$ cat src/rtl/pixel_rx_assembler_pkg.sv
// Shared types and constants for the UART pixel assembler.
// Byte A carries {R,G}; the high nibble of byte B carries B.
package pixel_rx_assembler_pkg;

  typedef enum logic {
    WAIT_A = 1'b0,
    WAIT_B = 1'b1
  } rxState_e;

  localparam int IMG_W_DEF = 640;
  localparam int IMG_H_DEF = 480;

  localparam int COL_W = $clog2(IMG_W_DEF);
  localparam int ROW_W = $clog2(IMG_H_DEF);

  localparam int A_R_HI = 7;
  localparam int A_R_LO = 4;
  localparam int A_G_HI = 3;
  localparam int A_G_LO = 0;
  localparam int B_B_HI = 7;
  localparam int B_B_LO = 4;

endpackage

$ cat src/rtl/pixel_rx_assembler.sv
// Pairs UART bytes into 12-bit RGB pixels and tags them
// with raster position for the 3x3 convolution stage.
module pixel_rx_assembler
  import pixel_rx_assembler_pkg::*;
#(
  parameter int IMG_W   = IMG_W_DEF,
  parameter int IMG_H   = IMG_H_DEF,
  parameter int TIMEOUT = 100000
) (
  input  logic             clk,
  input  logic             rst,
  input  logic [7:0]       rx_data,
  input  logic             rx_valid,
  input  logic             frame_sync,
  output logic [11:0]      datainRGB,
  output logic             pixel_rdy,
  output logic             num_pix_ok,
  output logic [COL_W-1:0] col,
  output logic [ROW_W-1:0] row,
  output logic             frame_done,
  output logic             err_timeout
);

  localparam int TO_W = $clog2(TIMEOUT + 1);
  localparam logic [TO_W-1:0] TO_MAX = TO_W'(TIMEOUT - 1);
  localparam logic [COL_W-1:0] COL_LAST = COL_W'(IMG_W - 1);
  localparam logic [ROW_W-1:0] ROW_LAST = ROW_W'(IMG_H - 1);

  rxState_e        state;
  logic [7:0]      rgLatch;
  logic [TO_W-1:0] toCnt;
  logic [COL_W-1:0] posCol;
  logic [ROW_W-1:0] posRow;

  logic lastCol;
  logic lastRow;
  logic winOk;

  assign lastCol = (posCol == COL_LAST);
  assign lastRow = (posRow == ROW_LAST);
  assign winOk   = (posRow >= ROW_W'(2)) &&
                   (posCol >= COL_W'(2));

  always_ff @(posedge clk) begin
    if (rst) begin
      state       <= WAIT_A;
      rgLatch     <= '0;
      toCnt       <= '0;
      posCol      <= '0;
      posRow      <= '0;
      datainRGB   <= '0;
      pixel_rdy   <= 1'b0;
      num_pix_ok  <= 1'b0;
      col         <= '0;
      row         <= '0;
      frame_done  <= 1'b0;
      err_timeout <= 1'b0;
    end else begin
      pixel_rdy   <= 1'b0;
      frame_done  <= 1'b0;
      err_timeout <= 1'b0;
      // sync wins, but a coincident byte still starts the new frame
      if (frame_sync) begin
        posCol <= '0;
        posRow <= '0;
        toCnt  <= '0;
        if (rx_valid) begin
          rgLatch <= rx_data;
          state   <= WAIT_B;
        end else begin
          state <= WAIT_A;
        end
      end else begin
        unique case (state)
          WAIT_A: begin
            if (rx_valid) begin
              rgLatch <= rx_data;
              toCnt   <= '0;
              state   <= WAIT_B;
            end
          end
          WAIT_B: begin
            if (rx_valid) begin
              datainRGB <= {rgLatch[A_R_HI:A_R_LO],
                            rgLatch[A_G_HI:A_G_LO],
                            rx_data[B_B_HI:B_B_LO]};
              pixel_rdy  <= 1'b1;
              col        <= posCol;
              row        <= posRow;
              num_pix_ok <= winOk;
              state      <= WAIT_A;
              if (lastCol) begin
                posCol <= '0;
                if (lastRow) begin
                  posRow     <= '0;
                  frame_done <= 1'b1;
                end else begin
                  posRow <= posRow + 1'b1;
                end
              end else begin
                posCol <= posCol + 1'b1;
              end
            end else if (toCnt == TO_MAX) begin
              err_timeout <= 1'b1;
              toCnt       <= '0;
              state       <= WAIT_A;
            end else begin
              toCnt <= toCnt + 1'b1;
            end
          end
          default: state <= WAIT_A;
        endcase
      end
    end
  end

endmodule

$ cat config.mk
export PLATFORM = sky130hd
export DESIGN_NAME = pixel_rx_assembler
export DESIGN_NICKNAME = d
export VERILOG_FILES = /design/src/rtl/pixel_rx_assembler_pkg.sv /design/src/rtl/pixel_rx_assembler.sv
export SDC_FILE = /design/constraint.sdc
export NUM_CORES = 1
export LEC_CHECK = 0
export CAP_MARGIN = 20
export CORE_MARGIN = 3
export CORE_UTILIZATION = 45
export CTS_BUF_LIST = sky130_fd_sc_hd__clkbuf_2
export DETAILED_ROUTE_END_ITERATION = 8
export GPL_TIMING_DRIVEN = 0
export PLACE_DENSITY = 0.75
export SLEW_MARGIN = 20
export SYNTH_ARGS = -nofsm -noshare
export SYNTH_HDL_FRONTEND = slang
export SYNTH_SLANG_ARGS = --single-unit
$ cat constraint.sdc
create_clock -name clk -period 2.6 [get_ports clk]
set_clock_uncertainty 0.05 [all_clocks]
set_input_delay 0.78 -clock clk [delete_from_list [all_inputs] [get_ports clk]]
set_output_delay 0.78 -clock clk [all_outputs]
set_load 0.005 [all_outputs]
**Yosys cells after proc, flatten, opt, wreduce, memory -nomap -nowiden**

Index checks and enable logic that the tools add are counted.

- Flip-flop bits (word level): 80
- Latch bits: 0
- Memory bits (writable): 0
- Bits in read-only memories: 0
- Input port bits: 12
- Output and inout port bits: 35
- Word-level logic and storage cells: 52
- Memories kept: 0

- $add $sub $neg: 3
- Multipliers: 0
- Divide/modulo/power cells: 0
- Magnitude comparators: 2
- Equality and inequality tests: 6
- Shifts and indexed selects: 0
- Multiplexer cells: 16
- Bitwise gates (word level): 4
- Reduce and logical (&&, ||, !) cells: 9

Operator list:

| operator | count |
|---|---|
| $mux 17 | 3 |
| $pmux 17 s2 | 1 |
| $mux 8 | 3 |
| $add 17x1->17 const B | 1 |
| $eq 17x17->1 const B | 1 |
| $add 10x1->10 const B | 1 |
| $eq 10x10->1 const B | 1 |
| $ge 10x2->1 const B | 1 |
| $mux 10 | 1 |
| $add 9x1->9 const B | 1 |
| $eq 9x9->1 const B | 1 |
| $ge 9x2->1 const B | 1 |
| $mux 9 | 1 |
| $mux 1 | 6 |
| $ne 2x2->1 const B | 3 |
| $reduce_and 3->1 | 2 |
| $reduce_or 5->1 | 1 |
| $not 1->1 | 4 |
| $reduce_and 2->1 | 2 |
| $reduce_or 4->1 | 1 |
| $reduce_or 3->1 | 1 |
| $pmux 1 s2 | 1 |
| $reduce_or 2->1 | 1 |
| $logic_and 1x1->1 | 1 |

**Logic depth before layout (Yosys ltp)**

- Depth after elaboration: 5
- Mapped depth: 6
- Gate-level depth less buffers: 6

**Least setup slack after synthesis**

Ideal clock, no wire load.

- Kind: input -> register
- Start: input rx_valid
- End: register toCnt[15]
- Library setup time: 79 ps
- Data arrival time: 2,308 ps
- Data required time: 2,471 ps
- Slack: 163 ps
- Stages: 5
- Path buffers: 0
- Cells stage by stage: ha_1 nand3_1 or3_4 or4_1 a211oi_2

- Longest elaborated chain between the ends: 2
- Elaborated cells between the ends (all ways): 3
- Classes of those cells: eq/ne: 2; reduce/logical: 1

Ends and longest elaborated chain:

| what | RTL line | text |
|---|---|---|
| start: declaration | pixel_rx_assembler.sv:13 | `input logic rx_valid,` |
| $ne 2x2->1 (no source line) | n/a |  |
| $reduce_and 2->1 (no source line) (*) | n/a |  |
| end signal: assignment | pixel_rx_assembler.sv:108 | `toCnt <= toCnt + 1'b1;` |
| end: declaration | pixel_rx_assembler.sv:31 | `logic [TO_W-1:0] toCnt;` |

Every way passes the cells marked *; elsewhere a longest branch is shown, timed or not.
A chain may end at the register's enable or synchronous reset.

**Final worst setup path**

Same ends and word-level chain as after synthesis.

==> results.toml <==
[placed_design]
port_buffers = 45
hpwl_um = 6100
gp_congestion = 0.874
placed_area_um2 = 4080
post-place-cells = 566

[clock_network]
clockBufferDepth = 2
clk-insertion-delay-late_ns = 0.55
cts_sinks = 80
numCtsBuffers = 9
clock-root-buffer = "clkbuf_2"
cts_tree = "built"
path_clk_slew_ns = 0.24
hold_buffers = 0
h-tree-depth = 3

[yosys]
synthMuxAreaShare_pct = 0.321
synth.top_cell.area_share_pct = 45.7
synth-seq-cells = 80
synthMostInstantiatedCell = "nand2_1"
synth_edf_count = 0
ys_seq_area_share_pct = 45.7
synth_warnings = 0
synthTopCellsByCount = "nand2_1, dfxtp_1, a21oi_1"
synth_fa_ha_area_share_pct = 2.14
synth.area.top_cells = "dfxtp_1, nand2_1, a21oi_1, nand3_1, xor2_1"
avgSynthCellArea_um2 = 8.30
yosys.cell_types.count = 51
synth-compound-area-share_pct = 12.8
synth_top_family_by_area = "simple AND/OR/NAND/NOR gates"
synth_xor_xnor_area_share_pct = 4.00
synth_area_um2 = 3500
synth-simple-area-share_pct = 31.7
synth_ff_type = "dfxtp_1"
yosysTopAreaCell = "dfxtp_1"
synthArstFlopShare_pct = 0
synth_fp_nets = 440
syn-instance-count = 422

[critical_path]
critical-path-slowest-cell = "or4_1"
crit_chain = "clkdlybuf4s50_1 > ha_1 > nand3_1 > or3_4 > or4_1 > a211oi_2"
required_ns = 3.05
path_buf_inv = 1
end_kind = "register"
worstSetupStartpointType = "primary input"
crit_family = "simple AND/OR/NAND/NOR gates"
crit_fanout = 6
max_stage_delay_ns = 0.53
cp.arrival_ns = 2.99
worstSetupPathType = "primary input to register"

[layout]
areaGrowthSynthToFinish_pct = 19.4
fin_nets = 496
n_antenna_cell = 0
drive_gt1_share_pct = 7.25
final_cell_area_um2 = 4180
instances_no_fill = 582

[global_route]
grt_pass1_vias = 2879
grt_max_degree = 16
overflow = 0
grt_util_all_layers_pct = 19.9
antenna_found_initial = 0
grt_pass1_wl_um = 13800

[outcome]
status = "finished clean"

[power]
switchingPower_mw = 0.547
irDropWorstVdd_mv = 0.344
pwr-share-seq_pct = 63.6
internal_power_mw = 1.42
clkPwrFrac_pct = 30.4
p_total_mw = 1.96
swShare_pct = 27.8
combPwrFrac_pct = 5.9
p_per_area_nw_per_um2 = 470
p_leak_nw = 1.31

[die]
rows = 31
io_pins = 47
core_area_um2 = 7410
die_y_um = 94.2
fp.dieW_um = 94.2
initial_core_util_pct = 47.3
dieArea_um2 = 8880

[routing]
dr_total_vias = 3200
drtIter0Drc = 151
drt-wirelength-per-cell_um = 14.5
wl_um = 8450
viasPerCell = 5.50
ant_nets = 0
first_pass_iters = 5
drcViolationCount = 0

[timing]
setup-violations-final = 0
fin_setup_tns_ns = 0
tightest_slew_ns = 0.754
clock.fmax_mhz = 393
maxSlewViolCount = 0
fin_crit_ns = 2.54
rsz0062_at_grt = "false"
hold_viol = 0
period_share_pct = 97.9
relSlewSlack_pct = 49.3

[min_path]
hp-class = "register to register"

[flow_run]
drv_cap = 0
## flip-flops by register name, indices dropped and copies added, names as in the netlist
name,cells
datainRGB,12
posCol,10
num_pix_ok,1
pixel_rdy,1
err_timeout,1
toCnt,17
col,10
state,1
posRow,9
frame_done,1
row,9
rgLatch,8
## timing repair
action	CTS	global route
setup buffers	0	0
endpoints found under the setup margin	0	1
gates resized for setup	0	1
endpoints found under the hold margin	0	0
## cell usage in the layout, fill, tap and decap left out, types with 2 or more instances in the layout
| cell type | n |
|---|---|
| nor2b_1 | 3 |
| and2_1 | 3 |
| clkdlybuf4s50_1 | 45 |
| xnor2_1 | 5 |
| and3_1 | 2 |
| nor4b_1 | 3 |
| nand2b_1 | 8 |
| inv_1 | 4 |
| dfxtp_1 | 80 |
| clkinvlp_4 | 2 |
| nor3b_1 | 2 |
| nor2_1 | 22 |
| o31ai_1 | 7 |
| ha_1 | 6 |
| a21oi_1 | 52 |
| nor4_1 | 8 |
| buf_2 | 5 |
| a31oi_1 | 4 |
| nand2_1 | 87 |
| xor2_1 | 11 |
| o21ai_0 | 3 |
| or4_1 | 6 |
| and4b_1 | 2 |
| and4_1 | 2 |
| clkbuf_1 | 20 |
| nand3_2 | 2 |
| or4_4 | 2 |
| nand3b_1 | 2 |
| nand4_1 | 11 |
| a211oi_1 | 4 |
| inv_6 | 3 |
| clkbuf_2 | 9 |
| or3_1 | 2 |
| nor3_1 | 7 |
| nand3_1 | 27 |
## logic make-up after synthesis
logic type / Yosys count
compound gates: 77
xor+xnor: 16
fa+ha+maj: 6
buf+inv: 30
flops: 80
mux: 1
simple gates: 212
## per-layer routing
| layer | routed length, µm | global-route usage [%] | up-vias |
|---|---|---|---|
| met2 | 4170 | 33.5 | 89 |
| met4 | 87 | 4.81 | 0 |
| met3 | 514 | 5.53 | 9 |
| met5 | 0 | 0 | - |
| li1 | - | - | 1600 |
| met1 | 3670 | 25.2 | 1502 |
## worst paths after layout
kind	from	slack, ns	cells after the start	to
setup / recovery	rx_valid	0.06	6	toCnt[15]$_SDFFE_PP0P_
hold / removal	col[4]$_SDFFE_PP0P_	0.42	2	col[4]$_SDFFE_PP0P_
setup reg to reg	toCnt[0]$_SDFFE_PP0P_	0.38	5	toCnt[10]$_SDFFE_PP0P_
hold reg to reg	col[4]$_SDFFE_PP0P_	0.42	2	col[4]$_SDFFE_PP0P_
## cell type report
cell class                 count  area (µm²)
buffer                        26         104
tap                           99         124
inverter                       4        15.0
multi-input combinational    312        1790
fill                         701        3230
sequential                    80        1600
clock inverter                 7        53.8
timing repair buffer          45         450
clock buffer                   9        45.0
## power groups by stage
stage          logic [mW]  clock network (mW)  registers [mW]
3_3_place_gp        0.114                   0            1.27
6_report            0.117               0.598            1.25
4_1_cts             0.117               0.607            1.25
2_1_floorplan      0.0665                   0            1.27
5_1_grt             0.128               0.667            1.25
3_5_place_dp        0.117                   0            1.27
## worst min-delay path, cell delays in order (launching register included)
cell and delay, ns:
dfxtp_1 0.36, nand2_1 0.05, a21oi_1 0.05
## metrics by stage
| step | hold WS (ns) | util (%) | setup slack, ns |
|---|---|---|---|
| after global placement | 0.392 | 55.0 | -0.503 |
| after CTS | 0.417 | 56.4 | 0.0776 |
| after detailed placement | 0.396 | 55.0 | -0.518 |
| after global routing | 0.437 | 56.4 | 0.0125 |
| final | 0.420 | 56.4 | 0.0553 |
| after floorplan | 0.382 | - | 0.163 |
No activity file was read; power rests on OpenSTA's default activity.
